[config.mk]
export PLATFORM = sky130hd
export DESIGN_NAME = line_rng_ctrl
export DESIGN_NICKNAME = d
export VERILOG_FILES = /design/src/rtl/line_rng_ctrl.sv
export SDC_FILE = /design/constraint.sdc
export NUM_CORES = 1
export LEC_CHECK = 0
export ABC_AREA = 1
export BUFFER_PORTS_ARGS = -buffer_cell sky130_fd_sc_hd__buf_4
export CAP_MARGIN = 20
export CORE_UTILIZATION = 50
export DETAILED_ROUTE_END_ITERATION = 8
export GPL_ROUTABILITY_DRIVEN = 0
export PLACE_DENSITY = 0.78
export SYNTH_ARGS = -nofsm -noshare
export SYNTH_HDL_FRONTEND = slang
export SYNTH_SLANG_ARGS = --single-unit
[constraint.sdc]
create_clock -name clk -period 2.8 [get_ports clk]
set_input_delay 0.14 -clock clk [delete_from_list [all_inputs] [get_ports clk]]
set_output_delay 0.14 -clock clk [all_outputs]
set_load 0.01 [all_outputs]
[src/rtl/line_rng_ctrl.sv]
// Line/frame range controller: sequences active-pixel and blanking intervals for one frame per start request.
// Optional error flag for ignored start requests is enabled by defining LINE_RNG_CTRL_ERR_EN.
module line_rng_ctrl #(
    parameter int unsigned HSZ_WD = 12,
    parameter int unsigned VSZ_WD = 12,
    parameter int unsigned BLK_WD = 8
) (
    input  logic              clk,
    input  logic              rst,
    input  logic              i_start,
    input  logic [HSZ_WD-1:0] i_hsize,
    input  logic [VSZ_WD-1:0] i_vsize,
    input  logic [BLK_WD-1:0] i_hblk,
    input  logic              i_hold,
`ifdef LINE_RNG_CTRL_ERR_EN
    input  logic              i_err_clr,
    output logic              o_err,
`endif
    output logic              o_href,
    output logic              o_hstr,
    output logic              o_hend,
    output logic              o_vstr,
    output logic              o_vend,
    output logic              o_busy,
    output logic              o_done
);

    localparam int unsigned BCW = BLK_WD + 1;

    typedef enum logic [3:0] {
        S_IDLE = 4'b0001,
        S_HACT = 4'b0010,
        S_HBLK = 4'b0100,
        S_DONE = 4'b1000
    } state_t;

    state_t            r_state;
    state_t            w_state_nxt;
    logic [HSZ_WD-1:0] r_hsize;
    logic [VSZ_WD-1:0] r_vsize;
    logic [BLK_WD-1:0] r_hblk;
    logic [HSZ_WD-1:0] r_pix;
    logic [VSZ_WD-1:0] r_line;
    logic [BLK_WD-1:0] r_bcnt;

    logic              w_size_ok;
    logic              w_accept;
    logic              w_pix_last;
    logic              w_line_last;
    logic [BCW-1:0]    w_bcnt_inc;
    logic              w_blk_last;

    assign w_size_ok   = (i_hsize != '0) && (i_vsize != '0);
    assign w_accept    = i_start && w_size_ok && (r_state == S_IDLE);
    assign w_pix_last  = (r_pix == (r_hsize - HSZ_WD'(1)));
    assign w_line_last = (r_line == (r_vsize - VSZ_WD'(1)));
    // Blank length is max(hblk,1): a zero field still gives one blank cycle.
    assign w_bcnt_inc  = {1'b0, r_bcnt} + BCW'(1);
    assign w_blk_last  = (w_bcnt_inc >= {1'b0, r_hblk});

    // State register
    always_ff @(posedge clk) begin
        if (rst) begin
            r_state <= S_IDLE;
        end else begin
            r_state <= w_state_nxt;
        end
    end

    // Next-state logic
    always_comb begin
        w_state_nxt = r_state;
        case (r_state)
            S_IDLE: begin
                if (w_accept) begin
                    w_state_nxt = S_HACT;
                end
            end
            S_HACT: begin
                if (w_pix_last) begin
                    w_state_nxt = w_line_last ? S_DONE : S_HBLK;
                end
            end
            S_HBLK: begin
                if (w_blk_last && !i_hold) begin
                    w_state_nxt = S_HACT;
                end
            end
            S_DONE:  w_state_nxt = S_IDLE;
            default: w_state_nxt = S_IDLE;
        endcase
    end

    // Config latch and pixel/line/blank counters
    always_ff @(posedge clk) begin
        if (rst) begin
            r_hsize <= '0;
            r_vsize <= '0;
            r_hblk  <= '0;
            r_pix   <= '0;
            r_line  <= '0;
            r_bcnt  <= '0;
        end else begin
            case (r_state)
                S_IDLE: begin
                    if (w_accept) begin
                        r_hsize <= i_hsize;
                        r_vsize <= i_vsize;
                        r_hblk  <= i_hblk;
                        r_pix   <= '0;
                        r_line  <= '0;
                        r_bcnt  <= '0;
                    end
                end
                S_HACT: begin
                    if (w_pix_last) begin
                        r_pix  <= '0;
                        r_bcnt <= '0;
                        if (!w_line_last) begin
                            r_line <= r_line + VSZ_WD'(1);
                        end
                    end else begin
                        r_pix <= r_pix + HSZ_WD'(1);
                    end
                end
                S_HBLK: begin
                    // Saturates so an arbitrarily long hold cannot wrap the count.
                    if (!w_blk_last) begin
                        r_bcnt <= r_bcnt + BLK_WD'(1);
                    end
                end
                default: begin
                end
            endcase
        end
    end

    assign o_href = (r_state == S_HACT);
    assign o_hstr = o_href && (r_pix == '0);
    assign o_hend = o_href && w_pix_last;
    assign o_vstr = o_hstr && (r_line == '0);
    assign o_vend = o_hend && w_line_last;
    assign o_busy = (r_state != S_IDLE);
    assign o_done = (r_state == S_DONE);

`ifdef LINE_RNG_CTRL_ERR_EN
    logic r_err;

    // Sticky flag for a start request that was dropped; set wins over clear.
    always_ff @(posedge clk) begin
        if (rst) begin
            r_err <= 1'b0;
        end else if (i_start && (!w_size_ok || (r_state != S_IDLE))) begin
            r_err <= 1'b1;
        end else if (i_err_clr) begin
            r_err <= 1'b0;
        end
    end

    assign o_err = r_err;
`endif

endmodule
==> impl_metrics.tcl, run 1 <==
set metrics [dict create \
    arrival_ps 2960 \
    start_kind "flop" \
    ant_nets 0 \
    startpoint "r_bcnt[0]" \
    antenna_cells 0 \
    track_usage_pct 24.54 \
    yosysMostFrequentCell "nand2_1" \
    grt_overflow 0 \
    yosysWarnings 0 \
    synth_area_mm2 0.004644 \
    die_h_um 98.38 \
    numClockSinks 68 \
    cp_max_fo 5 \
    synth-seq-cells 68 \
    synthToLayoutAreaGrowth_pct 15.09 \
    clk_pin_slew_ps 90 \
    cts_tree "yes" \
    worstReg2RegStart "r_bcnt[0]" \
    avgSynthCellArea_um2 6.505 \
    postSynthCellCount 714 \
    synthTopCellsByCount "150 x nand2_1, 93 x nor2_1, 83 x inv_1" \
    start_util_pct 52.49 \
    seq_area_frac_synth_pct 29.31 \
    r2r_setup_slack_ps 150 \
    rows 34 \
    drt_iter0_markers 293 \
    power.density_mw_per_mm2 743.9 \
    grt_pass1_wl_mm 19.28 \
    drive_gt1_share_pct 19.40 \
    cts_buffer_depth 2 \
    fin_nets 809 \
    core-area_mm2 0.008848 \
    fmax_ghz 0.3773 \
    io_buffers 42 \
    grt_pass1_vias 4248 \
    synthAdderAreaFrac_pct 4.041 \
    vias 4697 \
    synth_compound_area_share_pct 12.63 \
    rr_worst_depth 18 \
    synth-edff-count 0 \
    outcome "finished clean" \
    relSlewSlack_pct 53.52 \
    cts_made_buffers 9 \
    grt_max_degree 35 \
    drt-pass1-iter-count 7 \
    r2r-end "r_bcnt[4]" \
    wl_per_cell_um 13.46 \
    finalCriticalPeriod_ps 2650 \
    worst_pin_slew_ps 696.5 \
    vias_per_cell 5.393 \
    cp.required_ps 3110 \
    end_kind "flop" \
    synth_top_family_by_area "simple AND/OR/NAND/NOR gates" \
    htreeDepth 3 \
    slew_viol_final 0 \
    dp_hpwl_mm 8.621 \
    synth.mux.area_fraction_pct 0 \
    p_leak_nw 2.369 \
    cap_violations 0 \
    utilization_pct 60.41 \
    synth_top_area_share_pct 29.31 \
    hold_viol_final 0 \
    die-area_mm2 0.009679 \
    path_class "reg2reg" \
    wl_mm 11.73 \
    synthTopCellsByArea "dfxtp_1 29%, nand2_1 12%, nor2_1 7.5%" \
    synth_xor_area_share_pct 5.657 \
    synthDistinctLibCells 38 \
    worstSetupEndpoint "r_bcnt[4]" \
    ios 43 \
    peakVddDrop_mv 0.3948 \
    die_w_um 98.38 \
    setup_viol 0 \
    clk_latency_ps 360 \
    fin_area_mm2 0.005345 \
    syn_nets 765 \
    placed_cell_area_mm2 0.005045 \
    yosys.area_share.simple_pct 38.85 \
    drc_errors 0 \
    min_path_type "in2reg" \
    final.setup_skew_ps 17.76 \
    cts_root_buffer "clkbuf_8" \
    synth_top_flop_cell "dfxtp_1" \
    final.period_utilization_pct 94.65 \
    grt_antenna_before_repair 0 \
    yosysTopAreaCell "dfxtp_1" \
    hp-start "i_hsize[8]" \
    synthArstFlopShare_pct 0 \
]
==> metal layers <==
layer  up-vias  global-route usage [%]  wire [um]
li1       2386                       -          -
met1      2157                   33.14       5564
met2       136                   39.92       5401
met3        18                   3.364        583
met4         0                   9.070        179
met5         -                       0          0
==> how the worst min path moves through the flow <==
| stage | to | slack [ps] | cells after the start |
|---|---|---|---|
| floorplan | r_hsize[11] | 270 | 2 |
| global placement | r_hsize[8] | 370 | 3 |
| detailed placement | r_hsize[8] | 380 | 3 |
| CTS | r_hsize[8] | 7 | 3 |
| global route | r_hblk[0] | 10 | 3 |
| finish | r_hsize[8] | 7 | 3 |
==> logic make-up after synthesis <==
logic type,count (synthesis)
AND/OR/NAND/NOR,383
flip-flops,68
buffers and inverters,113
adder cells (fa/ha/maj),15
AO/OA/AOI/OAI,105
XOR/XNOR,30
==> power by group <==
part	total [mW]	internal, mW	switching, mW
sequential	1.23	1.10	0.126
clock	0.938	0.526	0.412
combinational	1.81	0.648	1.16
total	3.98	2.28	1.70
==> sequential cells by signal, indices dropped and copies added (netlist names) <==
name and cells:
r_hsize 12, r_state 4, r_bcnt 8, r_hblk 8, r_pix 12, r_line 12, r_vsize 12
==> layout make-up <==
| type | count | area, um^2 |
|---|---|---|
| timing repair buffer | 49 | 367.9 |
| tap | 108 | 135.1 |
| inverter | 95 | 361.6 |
| fill | 806 | 3503 |
| clock buffer | 10 | 137.6 |
| multi-input combinational | 535 | 2893 |
| clock inverter | 6 | 87.58 |
| sequential | 68 | 1363 |
==> critical path: stages, from the launching register on <==
cell	delay, ps
dfxtp_2	350
inv_1	80
nor3_2	200
inv_1	90
nor2_2	100
inv_2	80
o21ai_2	160
o21ai_0	110
inv_1	120
ha_1	260
nand4_1	120
nor2_1	60
nor2_2	110
nand3_2	120
a21oi_4	260
nand2_2	130
nand2_1	120
nand2_1	70
nor2_1	80
==> layout by cell type, fill, tap and decap left out, drive strengths merged <==
master,count
a211oi,1
a21oi,54
a31oi,2
buf,49
bufinv,2
clkbuf,10
clkinv,6
dfxtp,68
ha,15
inv,93
nand2,179
nand3,49
nand3b,7
nand4,12
nor2,107
nor3,18
nor3b,3
nor4,9
o21a,2
o21ai,46
o21bai,1
xnor2,7
xor2,23
==> timing repair <==
item,in CTS,in global routing
setup endpoints to repair,1,8
hold buffers,0,0
buffers inserted,1,2
gates cloned,0,2
pin swaps,2,7
resized for setup,3,9
==> per-stage QoR <==
step | setup slack (ps) | setup TNS [ps] | hold slack (ps) | cells | power, mW
5_1_grt | -52.51 | -52.51 | 14.56 | 871 | 4.244
2_1_floorplan | 456.6 | 0 | 274.9 | 714 | 2.519
3_3_place_gp | 267.6 | 0 | 370.6 | 850 | 2.813
3_5_place_dp | 84.20 | 0 | 381.1 | 850 | 2.886
6_report | 149.7 | 0 | 7.075 | 871 | 3.976
4_1_cts | 21.84 | 0 | 6.824 | 867 | 3.836
Note: power is estimated with default switching activity, not from simulation.
==> run 2: changes to the inputs <==
Settings changed: MAX_ROUTING_LAYER from default to met4.
==> run 2 against run 1 <==
Net effect:
- fmax rose by 0.88%
- final cell count decreased by 0.11%
- flip-flop and latch count is the same
- clock-buffer cell count unchanged
- global-route usage increased by 0.80 points
- utilization decreased by 0.20 points
- clock power is essentially flat
- sequential share of layout area up 0.084 points
- first-iteration DRC count is 15% lower
- sequential power about the same
- critical endpoint is now r_bcnt[0]
==> impl_metrics.tcl, run 2 (synthesis gave the netlist of run 1 again) <==
set metrics [dict create \
    outcome "finished clean" \
    end_kind "flop" \
    core-area_mm2 0.008848 \
    setup_viol 0 \
    drt_iter0_markers 249 \
    vias 4655 \
    worstReg2RegStart "r_bcnt[0]" \
    wl_per_cell_um 13.40 \
    start_util_pct 52.49 \
    clk_latency_ps 360 \
    busiest_layer "met2" \
    die_w_um 98.38 \
    drc_errors 0 \
    track_usage_pct 25.34 \
    tns_ps 0 \
    fin_nets 808 \
    cts_made_buffers 9 \
    use_met1_pct 33.01 \
    peakVddDrop_mv 0.3841 \
    drt-pass1-iter-count 7 \
    grt_antenna_before_repair 0 \
    hold_viol_final 0 \
    met3_usage_pct 3.865 \
    start_kind "flop" \
    fin_area_mm2 0.005328 \
    holdPathStages 3 \
    mostFrequentLayoutCell "nand2_1" \
    r2r_setup_slack_ps 170 \
    htreeDepth 3 \
    worst_pin_slew_ps 691.1 \
    cts_buffer_depth 2 \
    finalCriticalPeriod_ps 2627 \
    rr_worst_depth 16 \
    regArea_mm2 0.001363 \
    grt_max_degree 35 \
    cts_root_buffer "clkbuf_8" \
    cts_tree "yes" \
    io_buffers 42 \
    die-area_mm2 0.009679 \
    drive_gt1_share_pct 19.29 \
    rsz0062_at_grt "no" \
    cp.required_ps 3050 \
    grt_overflow 0 \
    nFillCells 813 \
    relSlewSlack_pct 53.87 \
    numClockSinks 68 \
    dp_hpwl_mm 8.621 \
    holdBufCountCts 0 \
    multi_input_area_mm2 0.002883 \
    die_h_um 98.38 \
    synthToLayoutAreaGrowth_pct 14.71 \
    mostFrequentLayoutCells "150 x nand2_1, 91 x nor2_1, 81 x inv_1, 67 x dfxtp_1, 48 x buf_4" \
    ios 43 \
    placed_cell_area_mm2 0.005045 \
    arrival_ps 2880 \
    grt_pass1_wl_mm 19.26 \
    wl_mm 11.66 \
    final.setup_skew_ps 15.93 \
    rows 34 \
    path_class "reg2reg" \
    slew_viol_final 0 \
    clk_pin_slew_ps 90 \
    fmax_ghz 0.3806 \
    cp_max_fo 5 \
    r2r-end "r_bcnt[0]" \
    vias_per_cell 5.351 \
    ant_nets 0 \
    min_path_type "in2reg" \
    final.period_utilization_pct 93.83 \
    antenna_cells 0 \
    p_leak_nw 2.358 \
    whs_endpoint "r_hsize[8]" \
    hp-start "i_hsize[8]" \
    power.density_mw_per_mm2 737.2 \
    met2_usage_pct 39.92 \
    cap_violations 0 \
    grt_pass1_vias 4249 \
]
[run 2: per-layer routing]
metal	wire [um]	up-vias	part of all wire [%]
li1	-	2381	-
met1	5603	2115	48
met2	5335	140	46
met3	561	19	4.8
met4	161	0	1.4
met5	0	-	0
[run 2: through the flow]
step	setup WS, ps	utilization (%)	instances	power [mW]	hold WS (ps)
after global placement	267.6	57.01	850	2.813	370.6
after detailed placement	84.20	57.01	850	2.886	381.1
after global routing	2.193	60.21	870	4.200	9.259
after floorplan	456.6	-	714	2.519	274.9
final	172.8	60.21	870	3.927	5.613
after CTS	21.84	59.76	867	3.836	6.824
[run 2: critical path, stage by stage (launching register included)]
cell and delay, ps:
dfxtp_2 350, inv_1 80, nor3_2 200, inv_1 90, nor2_2 100, inv_2 70, nor3_2 130, xor2_1 210
ha_1 290, nand2_1 80, o21ai_1 70, nor2_2 140, nand3_2 140, a21oi_4 270, nand2_4 100, a21oi_1 140
nor2_1 70
[run 2: repair_timing]
| action | CTS | global route |
|---|---|---|
| cloned | 0 | 2 |
| buffers inserted | 1 | 1 |
| setup endpoints to repair | 1 | 9 |
| gates resized for setup | 3 | 8 |
| endpoints found under the hold margin | 0 | 0 |
| pin swaps | 2 | 6 |
[run 2: final cells by class]
class / count / share of cell area (%)
Multi-Input combinational cell: 535 / 54.11
Sequential cell: 68 / 25.58
Inverter: 95 / 6.787
Timing Repair Buffer: 48 / 6.764
Clock buffer: 10 / 2.583
Tap cell: 108 / 2.536
Clock inverter: 6 / 1.644
[run 2: where the power goes]
part / internal, mW / switching (mW)
registers: 1.10 / 0.125
clock network: 0.526 / 0.413
logic: 0.623 / 1.14
[run 2: how the worst max path moves through the flow]
stage,start,to,slack (ps),depth (start not counted)
after floorplan,r_bcnt[0],r_bcnt[0],460,16
after global placement,r_bcnt[0],r_bcnt[0],270,16
after detailed placement,r_bcnt[0],r_bcnt[0],80,17
after CTS,r_bcnt[0],r_bcnt[0],20,17
after global routing,r_bcnt[1],r_bcnt[6],2,16
final,r_bcnt[0],r_bcnt[0],170,16
==> run 3: changes to the inputs <==
Settings changed: PLACE_DENSITY 0.78 to 0.81.
Clock period 2.8 ns to 2.1 ns, I/O delays scaled along.
==> run 3 against run 2 <==
Net effect:
- the run now ends with DRC, setup timing left
- clock power up 33%
- flip-flop and latch count unchanged
- routed wire length up 21%
- critical path depth up 1
- sequential share of layout area down 2.8 points
- worst setup slack worse by 740 ps
- non-clock buffer count up 46
- hold slack better by 12 ps
- clock skew down 4.2 ps
- die area unchanged
- combinational power up 76%
==> impl_metrics.tcl, run 3 (synthesis gave the netlist of run 1 again) <==
set metrics [dict create \
    outcome "finished with violations" \
    violations "DRC, setup timing" \
    setup_viol 25 \
    start_util_pct 52.49 \
    p_int_mw 3.397 \
    top_layer_used "met4" \
    wl_per_cell_um 15.39 \
    regArea_mm2 0.001370 \
    wl_mm 14.15 \
    cts_tree "yes" \
    p_sw_share_pct 43.52 \
    fin_ws_ps -569.9 \
    hold_viol_final 0 \
    peakVddDrop_mv 0.6286 \
    drt_iter0_markers 413 \
    grt_pass1_wl_mm 21.53 \
    clkPwrFrac_pct 20.8 \
    cts_buffer_depth 2 \
    numClockSinks 68 \
    path_class "reg2reg" \
    fmax_ghz 0.3746 \
    nFillCells 707 \
    hold_ws_ps 17.76 \
    die-area_mm2 0.009679 \
    worst_pin_slew_ps 982.0 \
    track_usage_pct 28.43 \
    drc_errors 3 \
    cap_violations 0 \
    rows 34 \
    antenna_cells 0 \
    die_w_um 98.38 \
    fin_area_mm2 0.006028 \
    start_kind "flop" \
    slew_viol_final 0 \
    core-area_mm2 0.008848 \
    clk_pin_slew_ps 90 \
    vias 5184 \
    cts_made_buffers 9 \
    fin_nets 857 \
    final.setup_skew_ps 11.76 \
    final.period_utilization_pct 127.1 \
    mostFrequentLayoutCells "139 x nand2_1, 81 x nor2_1, 80 x buf_4, 74 x inv_1, 61 x dfxtp_1" \
    combPwrFrac_pct 51.6 \
    tns_ps -7810 \
    wl_met1_mm 5.777 \
    wl_met3_mm 1.014 \
    die_h_um 98.38 \
    finalCriticalPeriod_ps 2670 \
    synthToLayoutAreaGrowth_pct 29.80 \
    cp.required_ps 2390 \
    grt_antenna_before_repair 0 \
    power.density_mw_per_mm2 997.7 \
    ant_nets 0 \
    relSlewSlack_pct 34.46 \
    min_path_type "in2reg" \
    wl_met2_mm 6.856 \
    cp_max_fo 5 \
    rsz0062_at_grt "yes" \
    htreeDepth 3 \
    p_seq_share_pct 27.6 \
    drt-pass1-iter-count 8 \
    cts_root_buffer "clkbuf_8" \
    grt_pass1_vias 4711 \
    grt_overflow 0 \
    io_buffers 42 \
    p_leak_nw 2.644 \
    dp_hpwl_mm 8.988 \
    arrival_ps 2960 \
    mostFrequentLayoutCell "nand2_1" \
    grt_max_degree 39 \
    ios 43 \
    multi_input_area_mm2 0.003141 \
    vias_per_cell 5.641 \
    power.switching_mw 2.618 \
    drive_gt1_share_pct 29.22 \
    end_kind "flop" \
    placed_cell_area_mm2 0.005251 \
    clk_latency_ps 360 \
]
==> run 3: power by group through the flow <==
stage                     combinational (mW)  sequential [mW]  clock [mW]
after CTS                               2.67             1.64        1.25
after floorplan                         1.74             1.62           0
after detailed placement                2.41             1.66           0
final                                   3.10             1.66        1.25
after global placement                  2.32             1.65           0
after global routing                    3.37             1.67        1.32
==> run 3: layout make-up <==
class                      instances  share of cell area, %
timing repair buffer              94                  12.83
multi-input combinational        536                  52.10
timing repair inverter             2                 0.2491
clock buffer                      10                  2.283
inverter                          95                  6.123
clock inverter                     6                  1.453
sequential                        68                  22.73
tap                              108                  2.242
==> run 3: worst max-delay path: stages, from the launching register on <==
cell,delay [ps]
dfxtp_2,360
inv_2,50
nor3_2,160
inv_1,80
nor2_2,100
inv_2,60
nor3_2,120
xor2_1,220
ha_1,310
nand4_1,160
nor2_1,60
nor2_1,120
nand3_2,130
a21oi_4,280
nand2_4,110
nand2_2,70
nand2_1,50
nor2_1,150
==> run 3: metrics by stage <==
| step | setup slack, ps | power (mW) | util (%) | instances |
|---|---|---|---|---|
| 3_3_place_gp | -338.3 | 3.969 | 59.35 | 874 |
| 2_1_floorplan | -188.1 | 3.365 | - | 714 |
| 5_1_grt | -751.0 | 6.359 | 68.13 | 919 |
| 6_report | -569.9 | 6.014 | 68.13 | 919 |
| 3_5_place_dp | -506.6 | 4.071 | 59.35 | 874 |
| 4_1_cts | -412.9 | 5.556 | 64.92 | 904 |
==> run 3: worst paths after layout <==
| path | start | endpoint | slack [ps] | depth (start not counted) |
|---|---|---|---|---|
| max | r_bcnt[0] | r_bcnt[0] | -570 | 17 |
| min | i_vsize[11] | r_vsize[11] | 20 | 3 |
| max reg2reg | r_bcnt[0] | r_bcnt[0] | -570 | 17 |
| min reg2reg | r_hblk[1] | r_hblk[1] | 470 | 2 |
==> run 3: routing by layer <==
metal	vias up	track usage, %
met4	0	11.48
met3	56	3.794
met1	2376	34.67
met5	-	-
met2	262	47.45
li1	2490	-
==> run 3: what timing repair did <==
item,4_1_cts,5_1_grt
buffers inserted,5,12
resized for setup,36,50
hold buffers,6,0
endpoints found under the hold margin,6,0
setup endpoints to repair,35,65
pin swaps,28,34
cloned,3,3
